## config.mk

```make
export PLATFORM = sky130hd
export DESIGN_NAME = prpg_scan_ctrl
export DESIGN_NICKNAME = d
export VERILOG_FILES = /design/src/rtl/bist_pkg.sv /design/src/rtl/lfsr_prpg.sv /design/src/rtl/prpg_scan_ctrl.sv
export SDC_FILE = /design/constraint.sdc
export NUM_CORES = 1
export LEC_CHECK = 0
export BUFFER_PORTS_ARGS = -buffer_cell sky130_fd_sc_hd__clkbuf_2
export CORE_ASPECT_RATIO = 0.6
export CORE_UTILIZATION = 40
export DETAILED_ROUTE_END_ITERATION = 10
export GPL_ROUTABILITY_DRIVEN = 0
export HOLD_SLACK_MARGIN = 0.15
export SLEW_MARGIN = 10
export SYNTH_ARGS = -nofsm -noshare
export SYNTH_HDL_FRONTEND = slang
export SYNTH_SLANG_ARGS = --single-unit
export TNS_END_PERCENT = 10
```

## constraint.sdc

```tcl
create_clock -name clk -period 1.9 [get_ports clk]
set_input_delay 0.475 -clock clk [delete_from_list [all_inputs] [get_ports clk]]
set_output_delay 0.475 -clock clk [all_outputs]
set_load 0.005 [all_outputs]
```

## src/rtl/bist_pkg.sv

```systemverilog
// Shared BIST definitions: scan controller states and default LFSR constants
// used by both the PRPG and the MISR compactor.
package bist_pkg;

    typedef enum logic [2:0] {
        IDLE,
        SHIFT,
        CAPTURE,
        UNLOAD,
        DONE
    } state_t;

    localparam logic [7:0] DEFAULT_TAPS = 8'hB8;
    localparam logic [7:0] DEFAULT_SEED = 8'h01;

endpackage

```

## src/rtl/lfsr_prpg.sv

```systemverilog
// Fibonacci LFSR pattern generator: loads a non-zero seed on reset or load,
// advances one step per cycle while enabled.
module lfsr_prpg
    import bist_pkg::*;
#(
    parameter int unsigned       WIDTH = 8,
    parameter logic [WIDTH-1:0] TAPS  = WIDTH'(DEFAULT_TAPS),
    parameter logic [WIDTH-1:0] SEED  = WIDTH'(DEFAULT_SEED)
) (
    input  logic             clk,
    input  logic             rst,
    input  logic             load,
    input  logic             en,
    output logic [WIDTH-1:0] q
);

    // An all-zero state would lock the register, so a zero seed becomes 1.
    localparam logic [WIDTH-1:0] SEED_INIT = (SEED == '0) ? WIDTH'(1) : SEED;

    always_ff @(posedge clk) begin
        if (rst || load) begin
            q <= SEED_INIT;
        end else if (en) begin
            q <= {q[WIDTH-2:0], ^(q & TAPS)};
        end
    end

endmodule

```

## src/rtl/prpg_scan_ctrl.sv

```systemverilog
// Scan shift/capture sequencer driving PRPG stimulus into the chain and
// gating MISR compaction to the cycles that carry valid response data.
module prpg_scan_ctrl
    import bist_pkg::*;
#(
    parameter int unsigned       WIDTH        = 8,
    parameter logic [WIDTH-1:0] TAPS         = WIDTH'(DEFAULT_TAPS),
    parameter logic [WIDTH-1:0] SEED         = WIDTH'(DEFAULT_SEED),
    parameter int unsigned       CHAIN_LEN    = 16,
    parameter int unsigned       NUM_PATTERNS = 255
) (
    input  logic                                clk,
    input  logic                                rst,
    input  logic                                start,
    output logic                                scan_en,
    output logic                                scan_out,
    output logic                                grant_o,
    output logic [$clog2(NUM_PATTERNS+1)-1:0]   pattern_cnt,
    output logic                                busy,
    output logic                                done
);

    localparam int unsigned       PC_W     = $clog2(NUM_PATTERNS + 1);
    localparam int unsigned       BC_W     = (CHAIN_LEN > 1) ? $clog2(CHAIN_LEN) : 1;
    localparam logic [BC_W-1:0]   LAST_BIT = BC_W'(CHAIN_LEN - 1);
    localparam logic [PC_W-1:0]   LAST_PAT = PC_W'(NUM_PATTERNS);

    state_t            state;
    logic [BC_W-1:0]   bit_cnt;
    logic [WIDTH-1:0]  lfsr_q;
    logic              accept;
    logic              lfsr_en;
    logic              lfsr_unused;

    assign accept  = start && (state == IDLE || state == DONE);
    assign lfsr_en = (state == SHIFT);

    lfsr_prpg #(
        .WIDTH (WIDTH),
        .TAPS  (TAPS),
        .SEED  (SEED)
    ) u_lfsr (
        .clk  (clk),
        .rst  (rst),
        .load (accept),
        .en   (lfsr_en),
        .q    (lfsr_q)
    );

    // Only the MSB feeds the chain; the rest is internal LFSR state.
    assign scan_out    = lfsr_en && lfsr_q[WIDTH-1];
    assign lfsr_unused = ^lfsr_q[WIDTH-2:0];

    always_ff @(posedge clk) begin
        if (rst) begin
            state       <= IDLE;
            bit_cnt     <= '0;
            pattern_cnt <= '0;
            scan_en     <= 1'b0;
            grant_o     <= 1'b0;
            busy        <= 1'b0;
            done        <= 1'b0;
        end else begin
            unique case (state)
                IDLE, DONE: begin
                    if (start) begin
                        state       <= SHIFT;
                        bit_cnt     <= '0;
                        pattern_cnt <= '0;
                        scan_en     <= 1'b1;
                        grant_o     <= 1'b0;
                        busy        <= 1'b1;
                        done        <= 1'b0;
                    end
                end
                SHIFT: begin
                    if (bit_cnt == LAST_BIT) begin
                        bit_cnt <= '0;
                        state   <= CAPTURE;
                        scan_en <= 1'b0;
                        grant_o <= 1'b0;
                    end else begin
                        bit_cnt <= bit_cnt + BC_W'(1);
                    end
                end
                CAPTURE: begin
                    // Every later shift or unload carries a response, so grant is always on.
                    pattern_cnt <= pattern_cnt + PC_W'(1);
                    scan_en     <= 1'b1;
                    grant_o     <= 1'b1;
                    state       <= (pattern_cnt + PC_W'(1) == LAST_PAT) ? UNLOAD : SHIFT;
                end
                UNLOAD: begin
                    if (bit_cnt == LAST_BIT) begin
                        bit_cnt <= '0;
                        state   <= DONE;
                        scan_en <= 1'b0;
                        grant_o <= 1'b0;
                        busy    <= 1'b0;
                        done    <= 1'b1;
                    end else begin
                        bit_cnt <= bit_cnt + BC_W'(1);
                    end
                end
                default: state <= IDLE;
            endcase
        end
    end

endmodule

```

* After elaboration in Yosys (flattened, before gate mapping)
Cells that the tools add are included.
** Storage, ports and cells
- Word-level logic and storage cells :: 55
- Register bits after elaboration :: 27
- Input port bits :: 3
** Cells by class
- Equality and inequality tests :: 10
- Reduce and logical (&&, ||, !) cells :: 17
- Multiplexer cells :: 18
- Add/sub/neg operators :: 2
** Operators with widths (count)
- 8-bit one-hot mux with 2 select lines :: 1
- 3-bit one-hot mux with 4 select lines :: 1
- 3-bit 2-to-1 mux :: 3
- 3-bit AND reduction :: 3
- 8-bit by 1-bit adder with 8-bit output, second input constant :: 1
- 8-bit equality test, second input constant :: 1
- 4-bit 2-to-1 mux :: 2
- 8-bit 2-to-1 mux :: 1
- 4-bit one-hot mux with 2 select lines :: 1
- 8-bit XOR reduction :: 1
- 3-bit by 2-bit equality test with 1-bit output, second input constant :: 2
- 1-bit one-hot mux with 3 select lines :: 2
- 2-bit nonzero test :: 3
- 4-bit by 1-bit adder with 4-bit output, second input constant :: 1
- 4-bit equality test, second input constant :: 1
- 1-bit 2-to-1 mux :: 4
- 2-bit by 1-bit inequality test with 1-bit output, second input constant :: 2
- 2-bit inequality test, second input constant :: 2
- 1-bit one-hot mux with 2 select lines :: 2
- 2-bit AND reduction :: 2
- 2-bit OR reduction :: 2
- 3-bit by 1-bit equality test with 1-bit output, second input constant :: 1
- 3-bit equality test, second input constant :: 1
- 3-bit logical NOT :: 1
- 4 further kinds :: 6

* Depth between registers and ports, before layout
Gate-level depths: netlist (run 1).
- Word-level depth :: 4
- Gate-level depth with buffers :: 6

* Modules after synthesis
A second synthesis (run 1) with hierarchy kept.
** Second synthesis, totals
- Cells, all modules :: 153
- Area, all modules :: 1305.0 µm²
** Modules (own cells, without submodules)
- prpg_scan_ctrl :: seq. area each 380.4 µm², times used 1, area an instance 970.9 µm², cells each 122
- lfsr_prpg :: seq. area each 160.2 µm², times used 1, area an instance 334.1 µm², cells each 31

* Worst setup path before layout (run 1)
OpenSTA, ideal clock, no wires.
- Kind :: register -> register
- Start :: register pattern_cnt[1]
- End :: register state[1]
- Path slack :: 0.135 ns
- Arrival :: 1.661 ns
- Setup time :: 0.103 ns
- Cell stages (with the launch flop) :: 7
- Buffers on the path :: 1
- Path through :: dfxtp_1 -> ha_1 -> clkbuf_1 -> nand3_1 -> o22ai_1 -> o221ai_1 -> a2111oi_2
** Between the ends
- Word-level cells in the longest chain between the ends :: 4
** Ends and longest elaborated chain
- start, declared :: RTL line prpg_scan_ctrl.sv:18 : output logic [$clog2(NUM_PATTERNS+1)-1:0] pattern_cnt,
- start signal, assigned :: RTL line prpg_scan_ctrl.sv:88 : pattern_cnt <= pattern_cnt + PC_W'(1);
- 8-bit by 1-bit adder with 8-bit output :: RTL line prpg_scan_ctrl.sv:91 : state <= (pattern_cnt + PC_W'(1) == LAST_PAT) ? UNLOAD : SHIFT;
- 8-bit equality test :: RTL line prpg_scan_ctrl.sv:91
- 2-bit 2-to-1 mux :: RTL line prpg_scan_ctrl.sv:91
- 3-bit one-hot mux with 4 select lines :: RTL line prpg_scan_ctrl.sv:64 : unique case (state)
- end signal, assigned :: RTL line prpg_scan_ctrl.sv:91
- end, declared :: RTL line prpg_scan_ctrl.sv:28 : state_t state;
No other way between the ends.
A chain may end at the register's enable or synchronous reset.

* Worst setup path after layout (run 1)
- Start :: register state[0]
- End :: output port scan_out
** Between the ends
- Word-level cells in the longest chain between the ends :: 2
** Ends and longest elaborated chain
- 3-bit by 1-bit equality test with 1-bit output :: RTL line prpg_scan_ctrl.sv:36 : assign lfsr_en = (state == SHIFT);
- 1-bit logical AND :: RTL line prpg_scan_ctrl.sv:51 : assign scan_out = lfsr_en && lfsr_q[WIDTH-1];
- end, declared :: RTL line prpg_scan_ctrl.sv:16 : output logic scan_out,
No other way between the ends.

==> results.md, run 1 <==
- The floorplan step set the die height to 47.4 um.
- The post-CTS clock slew at the launch and capture registers of the worst setup and hold paths is 0.09 ns.
- The critical-path cell with the highest stage delay is dfxtp_1.
- The average routed wire per standard cell is 13.1 um.
- Among all cell types in the netlist, the one instantiated most often is dfxtp_1.
- The power after layout is 1.02 mW.
- For the pin with the worst max-slew slack, the measured transition is 0.401 ns.
- The fraction of the core area covered by cells at the end of the flow is 48.0%.
- Sequential cells were found to cover 39.4% of the synthesized design area.
- The sum of net half-perimeters after detailed placement is 2200 um.
- The largest buffer count on any clock path is 2.
- The total count of hold-check failures in the final report is 0.
- The leakage power of the design is 0.577 nW.
- By area the synthesized netlist is led by dfxtp_1, a21oi_1, nand2_1.
- Yosys mapped a number of flops with a built-in enable equal to 0.
- The number of vias per cell is 5.33.
- The I/O pin count is 16.
- The number of buffers added by the clock tree synthesis step is 3.
- Along the worst path, the maximum fanout reaches 7.
- At the later pin of the worst-skew pair, clock insertion delay measures 0.27 ns.
- STA puts the critical path data required time at 1.42 ns.
- Among cell families on the critical path, the largest total delay comes from flip-flops.
- The count of final max-slew check failures came to 0.
- The sum of negative setup slack is 0 ns.
- The synthesized cell area is 1370 um2.
- The sequential cell fraction of total power is 58.0%.
- The tree is rooted in a clkbuf_8.
- In the routed design, unresolved DRC markers number 0.
- The worst path needs 1.76 ns of the cycle, external delays included.
- The flow ran to the end, and the final reports show no timing, DRC or antenna violations.
- Max-cap violations in this run came to 0.
- The share of the synthesized area in the top cell type is 39.4%.
- The post-CTS setup buffer count is 0.
- The initial detailed-routing violation count is 126.
- The via count of the first global-routing pass is 909.
- The cell type with the largest total area after synthesis is dfxtp_1.
- The final layout contains 195 nets.
- The most used flip-flop cell after synthesis is dfxtp_1.
- Derived from the worst setup path, the maximum achievable clock frequency is 569 MHz.
- The worst setup path is of the flip-flop to output port kind.
- For this design, the sink count on the clock tree is 27.
- The total overflow reported by the global router is 0.
- The deepest level of the CTS H-tree is 1.
- In this run, synthesis produced a sequential element count of 27.
- The wire length of the first global-routing pass is 4660 um.
- The number of search-and-repair iterations in the first detailed-routing pass is 4.
- Of the total power, combinational logic draws 9.9%.
- The number of antenna violations at the first check in global routing is 0.
- In this run the power spent charging and discharging nets is 0.252 mW.
- The CTS tree is yes.
- Detailed routing inserted a total of 1243 vias.
- Entering global routing, the biggest net connects 18 pins.
- In this run the tightest slew margin relative to its limit is 73.3%.
- For this design, the CTS-stage hold fixing added 0 buffers.
- The final worst clock skew is 0.00198 ns.
- The combined buffer and inverter count along the critical path is 1.
- Setup repair after global routing left no endpoint under its margin.
- The signal on the critical path passes through nand2b_1 -> nor2_1 -> and2_1 -> clkbuf_2.
- The internal portion of total power is 0.764 mW.
- The number of different library cells in the post-synthesis netlist is 43.
- Setup violations remaining at the end of the flow were counted as 0.
- The count of input and output buffers is 15.
- The ratio of total power to cell area is 649 nW/um2.
- After floorplanning, the core was sized to cover 3260 um2.
- In this run the cell area measured after placement is 1520 um2.
- The global-route total usage across every layer is 16.9%.
- Counting flops with an async set or reset pin after synthesis yields a share of 0%.
- The post-cts gate resize count is 0.
- The arrival time reported for the critical path endpoint is 1.28 ns.
- In this run the remaining antenna-violating nets after routing total 0.
- The number of filler instances in the final layout is 325.
- The mean area per synthesized cell is 7.97 um2.
- The share of total power dissipated in the clock network is 32.1%.
- Cells with a size suffix above 1 make up 18.1% of the layout.
- The number of core rows is 16.
- The starting utilization of the core area is 42.0%.
- Measured along the x axis, the die boundary spans 77.6 um.
- The layout overhead on the synthesized area is 14.1%.
- The worst ir drop on vdd is 0.321 mV.
- The kind of path behind the tightest hold check is flip-flop to flip-flop.
- The switching fraction of total power is 24.8%.
- The worst hold margin is 0.456 ns.
- The category of the worst setup path launch point is a flip-flop.
- The post-route cell area is 1570 um2.
- The worst setup path is captured at an output port.
- The final routed wirelength across all metal layers is 3050 um.
- For flop-to-flop paths, the worst setup slack is 0.19 ns.
- The die area is 3670 um2.
- Synthesis produced 172 cells.
- The share of the clock period used by the worst path is 92.5%.
- The number of nets handed over by synthesis was 178.
- During synthesis, Yosys emitted a total of 0 warnings.
- The largest single stage delay on the critical path is 0.46 ns.
- Ranked by instance count, the synthesized netlist is headed by dfxtp_1, a21oi_1, nand2_1.
- The antenna diode count is 0.
[power groups by stage]
stage | Clock, mW | Sequential, mW | Combinational (mW)
global route | 0.360 | 0.591 | 0.111
detailed placement | 0 | 0.602 | 0.0998
global placement | 0 | 0.602 | 0.0990
floorplan | 0 | 0.600 | 0.0666
CTS | 0.344 | 0.589 | 0.100
finish | 0.326 | 0.589 | 0.100
[flip-flops by register name, indices dropped and copies added, names as in the netlist]
signal       flops
grant_o          1
state            3
pattern_cnt      8
busy             1
scan_en          1
u_lfsr.q         8
done             1
bit_cnt          4
[area by class of cell]
cell class | count | area, um2 | share of cell area, %
inverter | 2 | 7.51 | 0.480
timing repair buffer | 24 | 143 | 9.11
sequential | 27 | 541 | 34.5
clock buffer | 3 | 41.3 | 2.64
clock inverter | 1 | 5.00 | 0.320
tap | 45 | 56.3 | 3.60
multi-input combinational | 131 | 772 | 49.3
[logic make-up (layout without fill, tap and decap cells)]
logic type,after synthesis,in the layout,share of synthesized area [%]
muxes,1,1,0.821
buffers and inverters,14,30,4.29
xor gates and xnor gates,4,4,2.56
and+or+nand+nor,75,75,28.4
AOI/OAI and AO/OA,48,48,21.8
DFF,27,27,39.4
adders and majority gates,3,3,2.74
[through the flow]
stage	setup WS [ns]	std cells
finish	0.143	233
global route	0.00172	233
CTS	0.128	233
detailed placement	0.189	229
global placement	0.241	229
floorplan	0.135	172
[routing by layer]
metal,global-route usage [%],part of all wire (%)
met4,3.40,0
met1,27.0,56
met3,4.66,4.3
met5,0,0
met2,21.4,40
[path summary, 6_finish.rpt]
path	startpoint	end	cells after the start
min reg2reg	u_lfsr.q[0]$_SDFFE_PP1N_	u_lfsr.q[1]$_SDFFE_PP0N_	2
max reg2reg	pattern_cnt[0]$_SDFFE_PP0P_	state[1]$_SDFFE_PP0P_	5
max	state[0]$_SDFFE_PP0P_	scan_out	4
min	u_lfsr.q[0]$_SDFFE_PP1N_	u_lfsr.q[1]$_SDFFE_PP0N_	2
[placed cells by master (no fill, tap or decap), types with 2 or more instances in the layout]
cell type and count:
a211oi_1 2, a21bo_2 2, a21oi_1 26, and2_1 3, buf_4 9, clkbuf_2 15
clkbuf_8 3, dfxtp_1 27, ha_1 3, inv_1 2, nand2_1 22, nand2b_1 6
nand3_1 8, nand3b_1 2, nand4_1 3, nor2_1 15, nor2b_1 2, nor3b_1 2
o21ai_0 6, or3_1 2, or3b_1 2, xnor2_1 3
[worst min-delay path: stages (launching register included)]
cell	delay, ns
dfxtp_1	0.32
nand2_1	0.05
a21oi_1	0.05
No activity file was read; power rests on OpenSTA's default activity.
==> inputs of run 2 (changes only) <==
- CTS_BUF_LIST: not set -> sky130_fd_sc_hd__clkbuf_8
- clock period: 1.9 -> 1.85 ns (I/O delays scaled with it)
==> results.md, run 2 (same netlist as run 1, synthesis figures left out) <==
- The cell area after placement was 1530 um2 (was 1520 um2).
- The number of filler instances in the final layout was 322 (was 325).
- The starting utilization of the core area was 42.0% (unchanged).
- The count of antenna-violating nets left after detailed routing is 0 (unchanged).
- The category of the most critical setup path is flip-flop to output port (unchanged).
- Result of the run: finished, final reports clean (unchanged).
- The kind of path behind the tightest hold check is flip-flop to flip-flop (unchanged).
- The global routing met1 resource utilization is 28.2% (was 27.0%).
- The final count of negative-setup-slack endpoints came to 0 (unchanged).
- The worst slew margin relative to its limit is 73.0% (was 73.3%).
- The worst ir drop on vdd came to 0.249 mV (was 0.321 mV).
- The global routing usage on met2 is 25.8% (was 21.4%).
- The layout overhead on the synthesized area is 14.6% (was 14.1%).
- The share of cells above drive strength 1 came to 18.0% (was 18.1%).
- The I/O pin count was 16 (unchanged).
- The sum of net half-perimeters after detailed placement was 2360 um (was 2200 um).
- The core box area is 3260 um2 (unchanged).
- The CTS tree is yes (unchanged).
- The worst path needs 1.75 ns of the cycle, external delays included.
- The count of final max-slew check failures is 0 (unchanged).
- The antenna diode count came to 0 (unchanged).
- The global-route total usage across every layer was 18.8% (was 16.9%).
- The required time of the critical path is 1.39 ns (was 1.42 ns).
- The total overflow reported by the global router was 0 (unchanged).
- The via count of the first global-routing pass was 1072 (was 909).
- The horizontal die dimension came to 77.6 um (unchanged).
- The highest-utilization routing layer at the global route stage was met1 (unchanged).
- The number of buffers added by the clock tree synthesis step is 3 (unchanged).
- Most used cells in the layout excluding fill and tap cells: dfxtp_1, a21oi_1, nand2_1, nor2_1, clkbuf_2 (unchanged).
- The post-cts gate resize count is 0 (unchanged).
- The post-CTS clock slew at the launch and capture registers of the worst setup and hold paths is 0.09 ns (about the same).
- The largest buffer count on any clock path is 2 (unchanged).
- The number of core rows is 16 (unchanged).
- The arrival time reported for the critical path endpoint is 1.29 ns (was 1.28 ns).
- The number of vias per cell is 5.37 (was 5.33).
- The post-route cell area is 1570 um2 (about the same).
- RSZ-0062 raised after global routing: false (unchanged).
- The largest driver fanout on the critical path is 7 (unchanged).
- The final worst clock skew is 0.00205 ns (was 0.00198 ns).
- The number of nets at the end of the flow is 196 (was 195).
- The number of remaining DRC errors came to 0 (unchanged).
- The average routed wire per standard cell is 13.6 um (was 13.1 um).
- The clock latency on the worst-skew pair was 0.27 ns (about the same).
- The max capacitance violation total is 0 (unchanged).
- The number of antenna violations at the first check in global routing is 0 (unchanged).
- The final critical path takes up 94.7% of the cycle.
- The cell at the root of the clock tree is clkbuf_8 (unchanged).
- The ratio of total power to cell area was 658 nW/um2 (was 649 nW/um2).
- The total count of hold-check failures in the final report is 0 (unchanged).
- The category of the worst setup path launch point is a flip-flop (unchanged).
- The overall via count from detail_route is 1256 (was 1243).
- The initial detailed-routing violation count is 117 (was 126).
- The count of input and output buffers is 15 (unchanged).
- The sum of negative setup slack is 0 ns (unchanged).
- The number of clock sinks seen by CTS was 27 (unchanged).
- The final routed wirelength across all metal layers is 3170 um (was 3050 um).
- The commonest non-fill, non-tap cell in the layout is dfxtp_1 (unchanged).
- The wire length of the first global-routing pass is 5270 um (was 4660 um).
- The endpoint type of the worst setup path is an output port (unchanged).
- The met3 track demand over resource in global routing came to 5.63% (was 4.66%).
- The maximum number of pins on one net before global-route repair is 18 (unchanged).
- The chip height was 47.4 um (unchanged).
- The leakage power of the design is 0.585 nW (was 0.577 nW).
- The fmax is 571 MHz.
- The measured slew at the worst slew-check pin is 0.405 ns (was 0.401 ns).
- The post-CTS setup buffer count came to 0 (unchanged).
- The die area came to 3670 um2 (unchanged).
- The count of hold-fix buffers inserted at cts is 0 (unchanged).
- Largest registers: pattern_cnt (8), u_lfsr.q (8), bit_cnt (4) (unchanged).
- The number of search-and-repair iterations in the first detailed-routing pass is 4 (unchanged).
- The deepest level of the CTS H-tree is 1 (unchanged).
[run 2: changes by cell type in the layout (fill, tap and decap cells not counted), sizes merged]
cell | before | now
buf | 9 | 10
clkinv | 1 | 0
inv | 2 | 3
[run 2: through the flow]
step                cells  hold slack (ns)  util, %  setup WS, ns  total power [mW]
finish                234            0.451     48.2        0.0984              1.03
CTS                   234            0.453     48.2        0.0959              1.05
global route          234            0.480     48.2       0.00627              1.09
detailed placement    230            0.440     46.8         0.154             0.719
floorplan             172            0.432        -        0.0853             0.685
global placement      230            0.434     46.8         0.200             0.718
[run 2: final cells by class]
| type | count | area [um2] | share of cell area (%) |
|---|---|---|---|
| multi-input cells | 131 | 772 | 49.1 |
| flip-flops and latches | 27 | 541 | 34.4 |
| repair buffers | 25 | 150 | 9.55 |
| well taps | 45 | 56.3 | 3.58 |
| clock buffers | 3 | 41.3 | 2.63 |
| inverters | 2 | 7.51 | 0.478 |
| clock inverters | 1 | 3.75 | 0.239 |
[run 2: power breakdown]
part	internal (mW)	leakage (nW)	switching, mW
Clock	0.149	0.0269	0.179
Combinational	0.0368	0.339	0.0650
Sequential	0.594	0.219	0.0110
[run 2: worst max-delay path, cell delays in order (launching register included)]
cell and delay [ns]:
dfxtp_1 0.44, nand2b_1 0.23, nor2_1 0.08, and2_1 0.16, clkbuf_2 0.10
[run 2: metal layers]
layer,vias to the layer above,routed length [um]
met2,28,1290
met1,584,1700
li1,644,-
met4,0,0
met3,0,184
met5,-,0
[run 2: worst paths after layout]
| check | start | to | slack, ns | depth (start not counted) |
|---|---|---|---|---|
| worst max-delay path | state[2]$_SDFFE_PP0P_ | scan_out | 0.1 | 4 |
| worst min register to register | done$_SDFFE_PP0P_ | done$_SDFFE_PP0P_ | 0.45 | 2 |
| worst max register to register | pattern_cnt[0]$_SDFFE_PP0P_ | state[1]$_SDFFE_PP0P_ | 0.15 | 5 |
| worst min-delay path | done$_SDFFE_PP0P_ | done$_SDFFE_PP0P_ | 0.45 | 2 |
==> inputs of run 3 (changes only) <==
- CORE_MARGIN: not set -> 2
- GPL_ROUTABILITY_DRIVEN: 0 -> not set
==> results.md, run 3 (same netlist as run 1, synthesis figures left out) <==
- The max capacitance violation total is 0 (unchanged).
- The final critical-path required period is 1.77 ns (was 1.75 ns).
- The largest buffer count on any clock path came to 2 (unchanged).
- The leakage power of the design is 0.580 nW (was 0.585 nW).
- The count of antenna-violating nets left after detailed routing came to 0 (unchanged).
- Result of the run: finished, final reports clean (unchanged).
- The count of hold-fix buffers inserted at cts is 0 (unchanged).
- Crit-path cells: nand2b_1 -> nor2_2 -> and2_1 -> clkbuf_2 (was nand2b_1 -> nor2_1 -> and2_1 -> clkbuf_2).
- The number of buffers added by the clock tree synthesis step came to 3 (unchanged).
- The combined buffer and inverter count along the critical path came to 1 (unchanged).
- Largest registers: pattern_cnt (8), u_lfsr.q (8), bit_cnt (4) (unchanged).
- The count of final max-slew check failures is 0 (unchanged).
- The category of the most critical setup path is flip-flop to output port (unchanged).
- The die area is 3930 um2 (was 3670 um2).
- The launch point of the worst reg-to-reg path was state[1]$_SDFFE_PP0P_ (was pattern_cnt[0]$_SDFFE_PP0P_).
- The starting utilization of the core area was 42.0% (unchanged).
- The cell at the root of the clock tree was clkbuf_8 (unchanged).
- The final worst clock skew is 0.00326 ns (was 0.00205 ns).
- The CTS tree is yes (unchanged).
- The I/O pin count is 16 (unchanged).
- The total overflow reported by the global router is 0 (unchanged).
- The average routed wire per standard cell is 13.5 um (was 13.6 um).
- The cell count of the worst hold path came to 2 (unchanged).
- The number of nets at the end of the flow is 195 (was 196).
- The largest delay contributor family on the critical path is simple AND/OR/NAND/NOR gates (unchanged).
- The endpoint type of the worst setup path is an output port (unchanged).
- The number of core rows came to 16 (unchanged).
- RSZ-0062 raised after global routing: false (unchanged).
- The overall via count from detail_route was 1269 (was 1256).
- The length in cells of the worst reg-to-reg path is 4 (was 5).
- At the end of routability-driven placement, the weighted congestion stood at 0.867.
- The number of filler instances in the final layout is 327 (was 322).
- The worst flop-to-flop path endpoint is pattern_cnt[7]$_SDFFE_PP0P_ (was state[1]$_SDFFE_PP0P_).
- The worst hold margin is 0.455 ns (was 0.451 ns).
- The category of the worst setup path launch point was a flip-flop (unchanged).
- The post-CTS clock slew at the launch and capture registers of the worst setup and hold paths came to 0.09 ns (about the same).
- The worst-case register-to-register setup slack is 0.18 ns (was 0.15 ns).
- The chip height was 49.4 um (was 47.4 um).
- The post-CTS setup buffer count is 0 (unchanged).
- The clock latency on the worst-skew pair came to 0.27 ns (about the same).
- The share of the clock period used by the worst path is 95.4% (was 94.7%).
- The sum of net half-perimeters after detailed placement was 2300 um (was 2360 um).
- The worst ir drop on vdd is 0.365 mV (was 0.249 mV).
- The post-cts gate resize count is 0 (unchanged).
- The ratio of total power to cell area was 661 nW/um2 (was 658 nW/um2).
- The sum of negative setup slack is 0 ns (unchanged).
- The endpoint of the worst hold path is done$_SDFFE_PP0P_ (unchanged).
- The via count of the first global-routing pass is 1151 (was 1072).
- The total count of hold-check failures in the final report came to 0 (unchanged).
- The arrival time reported for the critical path endpoint is 1.30 ns (was 1.29 ns).
- The core box area was 3260 um2 (unchanged).
- The number of vias per cell is 5.45 (was 5.37).
- The largest driver fanout on the critical path is 7 (unchanged).
- The number of antenna violations at the first check in global routing is 0 (unchanged).
- The wire length of the first global-routing pass is 5400 um (was 5270 um).
- The maximum number of pins on one net before global-route repair is 18 (unchanged).
- The kind of path behind the tightest hold check is flip-flop to flip-flop (unchanged).
- The number of search-and-repair iterations in the first detailed-routing pass is 4 (unchanged).
- The deepest level of the CTS H-tree is 1 (unchanged).
- The worst slew margin relative to its limit was 74.0% (was 73.0%).
- The antenna diode count is 0 (unchanged).
- The critical-path cell with the highest stage delay was dfxtp_1 (unchanged).
- The final routed wirelength across all metal layers came to 3150 um (was 3170 um).
- The number of clock sinks seen by CTS is 27 (unchanged).
- The cell area after placement is 1520 um2 (was 1530 um2).
- The startpoint of the worst hold path is done$_SDFFE_PP0P_ (unchanged).
- The global-route total usage across every layer is 17.4% (was 18.8%).
- The layout overhead on the synthesized area is 14.3% (was 14.6%).
- The horizontal die dimension is 79.6 um (was 77.6 um).
- The measured slew at the worst slew-check pin is 0.390 ns (was 0.405 ns).
- The post-route cell area is 1570 um2 (about the same).
- The fmax was 566 MHz (was 571 MHz).
- The initial detailed-routing violation count was 107 (was 117).
- The share of cells above drive strength 1 is 18.6% (was 18.0%).
- The count of input and output buffers is 15 (unchanged).
- The final count of negative-setup-slack endpoints was 0 (unchanged).
- The biggest cell delay along the critical path came to 0.45 ns (was 0.44 ns).
- Most used cells in the layout excluding fill and tap cells: a21oi_1, dfxtp_1, nand2_1, clkbuf_2, nor2_1 (was dfxtp_1, a21oi_1, nand2_1, nor2_1, clkbuf_2).
- The required time of the critical path is 1.39 ns (about the same).
- The number of remaining DRC errors is 0 (unchanged).
- The power after layout is 1.04 mW (was 1.03 mW).
[run 3: cell types whose count changed in the layout (fill, tap and decap cells not counted)]
cell	change
dfxtp_1	-1
dfxtp_2	+1
nor2_2	+1
nor2_1	-1
buf_4	-1
[run 3: per-layer routing]
layer  track usage [%]  vias to the layer above  wire length (um)
li1                  -                      641                 -
met1              27.7                      581              1650
met2              22.5                       45              1240
met3              4.44                        2               244
met4              4.31                        0                13
met5                 0                        -                 0
[run 3: worst max path at each step]
| stage | startpoint | endpoint | slack [ns] | cells after the start |
|---|---|---|---|---|
| after detailed placement | start | state[1]$_SDFFE_PP0P_ | 0.15 | 5 |
| after global routing | state[2]$_SDFFE_PP0P_ | scan_out | 0.006 | 4 |
| after global placement | start | state[1]$_SDFFE_PP0P_ | 0.20 | 5 |
| after floorplan | pattern_cnt[1]$_SDFFE_PP0P_ | state[1]$_SDFFE_PP0P_ | 0.09 | 6 |
| after CTS | state[0]$_SDFFE_PP0P_ | scan_out | 0.08 | 4 |
| final | state[2]$_SDFFE_PP0P_ | scan_out | 0.08 | 4 |
[run 3: tightest hold or removal path: cells and delay by family, from the launching register on]
family,cells,cell delay (ns)
buffers and inverters,1,0.05
flip-flops,1,0.32
AO/OA/AOI/OAI,1,0.05
[run 3: report_power, final]
part	internal (mW)	leakage, nW	switching, mW
clock	0.149	0.0269	0.179
combinational	0.0371	0.334	0.0641
sequential	0.595	0.219	0.0113
[run 3: cell type report]
type | count | area [um2] | area share (%)
Clock buffer | 3 | 41.3 | 2.63
Clock inverter | 1 | 3.75 | 0.239
Inverter | 2 | 7.51 | 0.479
Multi-Input combinational cell | 131 | 774 | 49.4
Sequential cell | 27 | 542 | 34.6
Tap cell | 45 | 56.3 | 3.59
Timing Repair Buffer | 24 | 143 | 9.10
[run 3: metrics by stage]
stage / std cells / util, % / worst slack, ns
after global placement: 229 / 46.5 / 0.201
after floorplan: 172 / - / 0.0853
after CTS: 233 / 47.9 / 0.0768
after detailed placement: 229 / 46.5 / 0.151
after global routing: 233 / 48.0 / 0.00599
final: 233 / 48.0 / 0.0844
